$ cat src/rtl/bram1_req_server.sv
// rtl/bram1_req_server.sv - single-port BRAM request server with credit-limited read response queue
module bram1_req_server #(
    parameter int ADDR_WIDTH = 8,
    parameter int DATA_WIDTH = 32,
    parameter int PIPELINED  = 0,
    parameter int RESP_DEPTH = 4
) (
    input  logic                  CLK,
    input  logic                  RST,
    input  logic                  req_valid,
    output logic                  req_ready,
    input  logic                  req_we,
    input  logic [ADDR_WIDTH-1:0] req_addr,
    input  logic [DATA_WIDTH-1:0] req_data,
    output logic                  rsp_valid,
    input  logic                  rsp_ready,
    output logic [DATA_WIDTH-1:0] rsp_data,
    output logic                  bram_en,
    output logic                  bram_we,
    output logic [ADDR_WIDTH-1:0] bram_addr,
    output logic [DATA_WIDTH-1:0] bram_di,
    input  logic [DATA_WIDTH-1:0] bram_do
);

    localparam int STAGES = 1 + PIPELINED;
    localparam int PTR_W  = $clog2(RESP_DEPTH);
    localparam int CNT_W  = $clog2(RESP_DEPTH + 1);

    logic [STAGES-1:0]     inflight;
    logic [DATA_WIDTH-1:0] fifo_mem [RESP_DEPTH];
    logic [PTR_W-1:0]      wr_ptr;
    logic [PTR_W-1:0]      rd_ptr;
    logic [CNT_W-1:0]      occupancy;
    logic [CNT_W-1:0]      inflight_cnt;
    logic [CNT_W:0]        outstanding;
    logic                  credit_ok;
    logic                  accept;
    logic                  rd_accept;
    logic                  enq;
    logic                  deq;

    // Credit counts reads still in the BRAM pipe plus queued responses, so the queue can never overflow.
    always_comb begin
        inflight_cnt = '0;
        for (int i = 0; i < STAGES; i++) begin
            inflight_cnt = inflight_cnt + CNT_W'(inflight[i]);
        end
        outstanding = {1'b0, inflight_cnt} + {1'b0, occupancy};
        credit_ok   = outstanding < (CNT_W + 1)'(RESP_DEPTH);
    end

    assign req_ready = !RST && (req_we || credit_ok);
    assign accept    = req_valid && req_ready;
    assign rd_accept = accept && !req_we;

    assign bram_en   = accept;
    assign bram_we   = accept && req_we;
    assign bram_addr = req_addr;
    assign bram_di   = req_data;

    assign enq       = inflight[STAGES-1];
    assign rsp_valid = occupancy != '0;
    assign deq       = rsp_valid && rsp_ready;
    assign rsp_data  = fifo_mem[rd_ptr];

    always_ff @(posedge CLK or posedge RST) begin
        if (RST) begin
            inflight  <= '0;
            wr_ptr    <= '0;
            rd_ptr    <= '0;
            occupancy <= '0;
        end else begin
            inflight <= (inflight << 1) | STAGES'(rd_accept);
            if (enq) begin
                wr_ptr <= wr_ptr + PTR_W'(1);
            end
            if (deq) begin
                rd_ptr <= rd_ptr + PTR_W'(1);
            end
            case ({enq, deq})
                2'b10:   occupancy <= occupancy + CNT_W'(1);
                2'b01:   occupancy <= occupancy - CNT_W'(1);
                default: occupancy <= occupancy;
            endcase
        end
    end

    // bram_do is captured on the edge its last pipe stage is marked, before any later write can disturb it.
    always_ff @(posedge CLK) begin
        if (enq) begin
            fifo_mem[wr_ptr] <= bram_do;
        end
    end

endmodule
$ cat config.mk
export PLATFORM = sky130hd
export DESIGN_NAME = bram1_req_server
export DESIGN_NICKNAME = d
export VERILOG_FILES = /design/src/rtl/bram1_req_server.sv
export SDC_FILE = /design/constraint.sdc
export NUM_CORES = 1
export LEC_CHECK = 0
export BUFFER_PORTS_ARGS = -buffer_cell sky130_fd_sc_hd__buf_2
export CAP_MARGIN = 0
export CORE_UTILIZATION = 52
export CTS_BUF_LIST = sky130_fd_sc_hd__clkbuf_8 sky130_fd_sc_hd__clkbuf_16
export DETAILED_ROUTE_END_ITERATION = 8
export PLACE_DENSITY = 0.83
export SYNTH_ARGS = -nofsm -noshare
export SYNTH_HDL_FRONTEND = slang
export SYNTH_SLANG_ARGS = --single-unit
$ cat constraint.sdc
create_clock -name CLK -period 2.1 [get_ports CLK]
set_input_delay 0.42 -clock CLK [delete_from_list [all_inputs] [get_ports CLK]]
set_output_delay 0.42 -clock CLK [all_outputs]
set_load 0.01 [all_outputs]
==> flow_summary_export.csv, run 1 <==
group,metric,value,unit
place,globalplace.congestion,0.700,
layout,n_antenna_cell,0,
pwr,power_density,1300,nW/µm²
timing,hold_viol,0,
status,status,"finished with violations",
grt,grt.busiest_layer,"met2",
grt,use_met1,23.1,%
place,port_buffers,72,
layout,syn2layout_area_growth,17.9,%
timing,max_slew_margin,80.5,%
pwr,seq_power_share,39.1,%
timing,fin_ws,-0.161,ns
clock_tree,worstSkewPairLatency,0.51,ns
critical_path,cp.arrival,1.84,ns
die,num_rows,36,
timing,grt_setup_unrepaired,"yes",
pwr,power.share.clock,34.9,%
routing,drt_first_pass_iters,4,
clock_tree,cts_max_level,4,
routing,drc,0,
routing,drtIter0Drc,92,
pwr,vdd_drop_max,0.738,mV
clock_tree,cts_tree,"built",
die,ios,153,
yosys,syn_avg_cell_area,21.4,µm²
critical_path,cp_max_fo,17,
timing,timing.fmax,0.442,GHz
die,die_w,104,µm
clock_tree,numCtsBuffers,17,
yosys,synth_top_area_share,70.7,%
yosys,netlist_instances,254,
clock_tree,clockBufferDepth,2,
layout,nets,397,
die,die-area,10900,µm²
clock_tree,clock_sinks,136,
layout,fillCellCount,684,
grt,antenna_found_initial,1,
routing,wl,9.15,mm
yosys,yosys.area.top_type,"edfxtp_1",
run,cap_violations,0,
timing,clock_skew,0.00804,ns
routing,ant_nets,0,
die,chipHeight,104,µm
yosys,synthTopCellsByArea,"edfxtp_1 71%, mux4_2 12%, buf_4 5.5%",
pwr,switching_share,26.3,%
yosys,yosysWarnings,0,
yosys,synth_seq_cells,136,
yosys,synth_cell_types,24,
routing,routed_via_density,5.41,
grt,grt_max_degree,29,
grt,grt_pass1_vias,2810,
routing,wire_per_inst,19.9,µm
routing,vias,2489,
yosys,syn_area,5440,µm²
layout,layout_common_cells,"128 x edfxtp_1, 60 x buf_2, 29 x mux4_2, 16 x clkbuf_16, 14 x buf_6",
yosys,synth_seq_area_share,74.4,%
die,start_util,54.6,%
critical_path,path_cells,"buf_12 -> mux4_2 -> buf_2",
pwr,intPower,0.00614,W
hold_path,hold_class,"primary input to register",
layout,drive_gt1_share,47.1,%
clock_tree,cts-root-buf,"clkbuf_8",
grt,groute.usage.overall,18.7,%
status,violations,"setup timing",
pwr,power_frac_comb,25.9,%
timing,setup_violations,32,
layout,layout_commonest_cell,"edfxtp_1",
critical_path,crit_path_end_kind,"output pin",
timing,timing.setup.tns,-4.39,ns
yosys,syn_nets,337,
grt,grtUsageMet2,29.9,%
place,dpl.hpwl,5.97,mm
timing,whs,0.0997,ns
critical_path,max_stage_delay,0.53,ns
timing,period_share,108,%
grt,grt_use_met3,6.08,%
layout,final_area,6410,µm²
clock_tree,cts.reportedPaths.clkPinSlew,0.06,ns
pwr,p_leak,2.31,nW
critical_path,worstSetupPathType,"register to output pin",
critical_path,worstSetupStartpointType,"register",
critical_path,slowest_stage,"mux4_2",
die,core_area,9950,µm²
timing,finalCriticalPeriod,2.26,ns
critical_path,cp.required,1.68,ns
timing,slew_viol_final,0,
grt,grt_pass1_wl,14.7,mm
place,place_area,5710,µm²
grt,gr-total-overflow,0,
pwr,p_sw,0.00219,W
timing,tightest_slew,0.293,ns
==> per-layer routing <==
| layer | part of all wire, % | up-vias |
|---|---|---|
| li1 | - | 1085 |
| met1 | 41 | 1282 |
| met2 | 53 | 92 |
| met3 | 4.6 | 28 |
| met4 | 2.0 | 2 |
| met5 | 0.14 | - |
==> Yosys cell counts <==
cell and count:
xor2_1 4, clkbuf_1 2, mux4_1 4, nor3b_1 1, o31a_1 1, or3_1 1
nand2_1 3, dfrtp_1 8, buf_6 1, nor2_1 4, and3_1 1, buf_12 3
fa_1 1, ha_1 5, xnor2_1 2, a31oi_1 1, buf_4 40, edfxtp_1 128
buf_2 3, mux2i_1 1, mux4_2 28, and2_1 4, inv_1 7, o21ai_0 1
==> power groups by stage <==
stage	Combinational [W]	Sequential (W)	Clock, W
2_1_floorplan	0.00153	0.00325	0
4_1_cts	0.00209	0.00325	0.00295
5_1_grt	0.00233	0.00327	0.00308
3_5_place_dp	0.00196	0.00332	0
6_report	0.00216	0.00326	0.00291
3_3_place_gp	0.00191	0.00330	0
==> kinds of logic after synthesis <==
logic type      synth area share, %
flops                          74.4
xor+xnor                      0.967
simple gates                   1.31
compound gates                0.368
fa+ha+maj                      1.52
mux                            13.7
buf+inv                        7.73
==> critical path, delay by kind of cell, from the launching register on <==
kind                   cells  cell delay [ns]
buffers and inverters      2             0.37
muxes                      1             0.53
DFF                        1             0.44
==> what timing repair did <==
action | 4_1_cts | 5_1_grt
hold buffers | 1 | 0
hold endpoints to repair | 8 | 0
buffers inserted | 2 | 1
gates cloned | 0 | 0
endpoints found under the setup margin | 32 | 32
gates resized for setup | 7 | 8
==> final timing paths <==
check / start / endpoint / slack [ns] / depth (start not counted)
max in group asynchronous: RST / rd_ptr[0]$_DFFE_PP0P_ / 1.47 / 4
min in group asynchronous: RST / wr_ptr[1]$_DFFE_PP0P_ / 0.49 / 4
min: req_we / enq$_DFF_PP0_ / 0.1 / 2
min reg2reg: wr_ptr[0]$_DFFE_PP0P_ / wr_ptr[0]$_DFFE_PP0P_ / 0.54 / 1
max reg2reg: occupancy[0]$_DFFE_PP0P_ / occupancy[2]$_DFFE_PP0P_ / 0.31 / 7
max: rd_ptr[0]$_DFFE_PP0P_ / rsp_data[28] / -0.16 / 3
==> cell type report <==
| type | count | area [µm²] | area share (%) |
|---|---|---|---|
| Sequential cell | 136 | 4050 | 63.2 |
| Multi-Input combinational cell | 62 | 973 | 15.2 |
| Timing Repair Buffer | 90 | 606 | 9.45 |
| Clock buffer | 17 | 414 | 6.46 |
| Clock inverter | 15 | 175 | 2.73 |
| Tap cell | 133 | 166 | 2.60 |
| Inverter | 7 | 26.3 | 0.410 |
==> sequential cells by signal (all words and copies together), names as in the netlist <==
register / count
occupancy: 3
fifo_mem: 128
wr_ptr: 2
enq: 1
rd_ptr: 2
==> stage by stage <==
step | power [W] | instances | util [%] | setup slack, ns
2_1_floorplan | 0.00478 | 254 | - | 0.298
3_3_place_gp | 0.00521 | 424 | 57.3 | 0.291
3_5_place_dp | 0.00527 | 424 | 57.3 | 0.246
4_1_cts | 0.00829 | 459 | 63.8 | -0.186
5_1_grt | 0.00868 | 460 | 64.4 | -0.226
6_report | 0.00833 | 460 | 64.4 | -0.161
(Power assumes the default switching activity.)
==> run 2, diff against run 1 <==
CTS_BUF_LIST = not set   (was sky130_fd_sc_hd__clkbuf_8 sky130_fd_sc_hd__clkbuf_16)
==> run 2 against run 1 <==
Against the previous run: the run still ends with setup timing left; combinational power about the same; first-iteration DRC count up 11%; hold slack about the same; sequential share of layout area unchanged; cell area unchanged; non-clock buffer count unchanged; critical endpoint is now rsp_data[11]; total power about the same; largest cell class unchanged; flip-flop and latch count unchanged; global-route usage unchanged.
==> flow_summary_export.csv, run 2 (synthesis gave the netlist of run 1 again) <==
group,metric,value,unit
status,status,"finished with violations",
status,violations,"setup timing",
routing,drt_first_pass_iters,4,
layout,nets,397,
timing,tightest_slew,0.288,ns
critical_path,worstSetupStartpointType,"register",
pwr,seq_power_share,39.1,%
place,port_buffers,72,
layout,multi_input_area,973,µm²
routing,wl,9.13,mm
grt,grt_max_degree,29,
timing,setup_violations,32,
grt,antenna_found_initial,1,
place,place_area,5710,µm²
clock_tree,clockBufferDepth,2,
run,cap_violations,0,
timing,timing.fmax,0.442,GHz
die,die-area,10900,µm²
die,core_area,9950,µm²
grt,grt_pass1_wl,14.7,mm
routing,wire_per_inst,19.9,µm
timing,hold_viol,0,
clock_tree,cts.reportedPaths.clkPinSlew,0.06,ns
routing,routed_via_density,5.41,
clock_tree,numCtsBuffers,17,
critical_path,cp.required,1.68,ns
critical_path,max_stage_delay,0.54,ns
layout,syn2layout_area_growth,17.9,%
layout,reg_top3,"fifo_mem x128, occupancy x3",
pwr,power_frac_comb,25.9,%
grt,groute.usage.overall,18.7,%
place,globalplace.congestion,0.700,
layout,layout_commonest_cell,"edfxtp_1",
pwr,p_leak,2.30,nW
die,die_w,104,µm
pwr,power_density,1300,nW/µm²
critical_path,crit_path_end_kind,"output pin",
die,chipHeight,104,µm
timing,max_slew_margin,80.8,%
layout,largest_register_ffs,128,
layout,fillCellCount,684,
critical_path,path_cells,"buf_12 -> mux4_2 -> buf_6",
layout,n_antenna_cell,0,
clock_tree,clock_sinks,136,
clock_tree,worstSkewPairLatency,0.51,ns
timing,period_share,108,%
timing,finalCriticalPeriod,2.26,ns
timing,clock_skew,0.00804,ns
timing,slew_viol_final,0,
die,ios,153,
layout,layout_common_cells,"128 x edfxtp_1, 60 x buf_2, 29 x mux4_2, 16 x clkbuf_16, 14 x buf_6",
pwr,switching_share,26.3,%
die,num_rows,36,
critical_path,cp_max_fo,17,
layout,regArea,4050,µm²
routing,vias,2490,
grt,grt_pass1_vias,2807,
hold_path,hold_class,"primary input to register",
clock_tree,cts_max_level,4,
place,dpl.hpwl,5.97,mm
routing,ant_nets,0,
grt,gr-total-overflow,0,
layout,drive_gt1_share,47.1,%
timing,fin_ws,-0.160,ns
routing,drc,0,
routing,drtIter0Drc,102,
critical_path,slowest_stage,"mux4_2",
pwr,fin_total_pwr,0.00833,W
pwr,intPower,0.00614,W
pwr,power.share.clock,35.0,%
layout,largest-register,"fifo_mem",
critical_path,worstSetupPathType,"register to output pin",
clock_tree,cts-root-buf,"clkbuf_8",
clock_tree,cts_tree,"built",
die,start_util,54.6,%
pwr,p_sw,0.00219,W
timing,grt_setup_unrepaired,"yes",
layout,final_area,6410,µm²
pwr,vdd_drop_max,0.738,mV
timing,timing.setup.tns,-4.38,ns
critical_path,cp.arrival,1.84,ns
## run 2: what timing repair did
item                                    in CTS  in global routing
buffers inserted                             2                  1
endpoints found under the hold margin        8                  0
gates cloned                                 0                  0
hold buffers                                 1                  0
gates resized for setup                      7                  8
endpoints found under the setup margin      32                 32
pin swaps                                    0                  0
## run 2: metrics by stage
step / util, % / setup WS, ns / instances / hold slack [ns]
floorplan: - / 0.298 / 254 / 0.249
global placement: 57.3 / 0.291 / 424 / 0.438
detailed placement: 57.3 / 0.246 / 424 / 0.454
CTS: 63.8 / -0.186 / 459 / 0.0769
global route: 64.4 / -0.226 / 460 / 0.0996
finish: 64.4 / -0.160 / 460 / 0.0994
## run 2: final cells by class
| class | instances | area share, % |
|---|---|---|
| flip-flops and latches | 136 | 63.2 |
| multi-input cells | 62 | 15.2 |
| repair buffers | 90 | 9.45 |
| clock buffers | 18 | 6.52 |
| clock inverters | 14 | 2.68 |
| well taps | 133 | 2.60 |
| inverters | 7 | 0.410 |
## run 2: final timing paths
kind                                          start                  endpoint  slack, ns  cells after the start
max                           rd_ptr[0]$_DFFE_PP0P_              rsp_data[11]      -0.16                      3
min in group asynchronous                       RST     wr_ptr[1]$_DFFE_PP0P_       0.49                      4
min reg2reg                   wr_ptr[0]$_DFFE_PP0P_     wr_ptr[0]$_DFFE_PP0P_       0.54                      1
max in group asynchronous                       RST     rd_ptr[0]$_DFFE_PP0P_       1.47                      4
max reg2reg                occupancy[0]$_DFFE_PP0P_  occupancy[2]$_DFFE_PP0P_       0.31                      7
min                                          req_we             enq$_DFF_PP0_        0.1                      2
## run 2: critical path: cells and delay by family, from the launching register on
family,cells,cell delay [ns]
multiplexers,1,0.54
flip-flops,1,0.44
buffers and inverters,2,0.35
## run 2: metal layers
metal  share of wire (%)  wire length, µm  global-route usage, %  vias to the layer above
met5                0.14               13                      0                        -
met4                 2.0              186                   9.39                        2
met3                 4.7              426                   6.08                       28
met2                  53             4820                   29.9                       90
met1                  40             3690                   23.1                     1284
li1                    -                -                      -                     1086
## run 2: power by group through the flow
stage	sequential, W	combinational (W)	clock, W
4_1_cts	0.00325	0.00209	0.00296
2_1_floorplan	0.00325	0.00153	0
3_5_place_dp	0.00332	0.00196	0
5_1_grt	0.00327	0.00233	0.00308
3_3_place_gp	0.00330	0.00191	0
6_report	0.00326	0.00216	0.00291
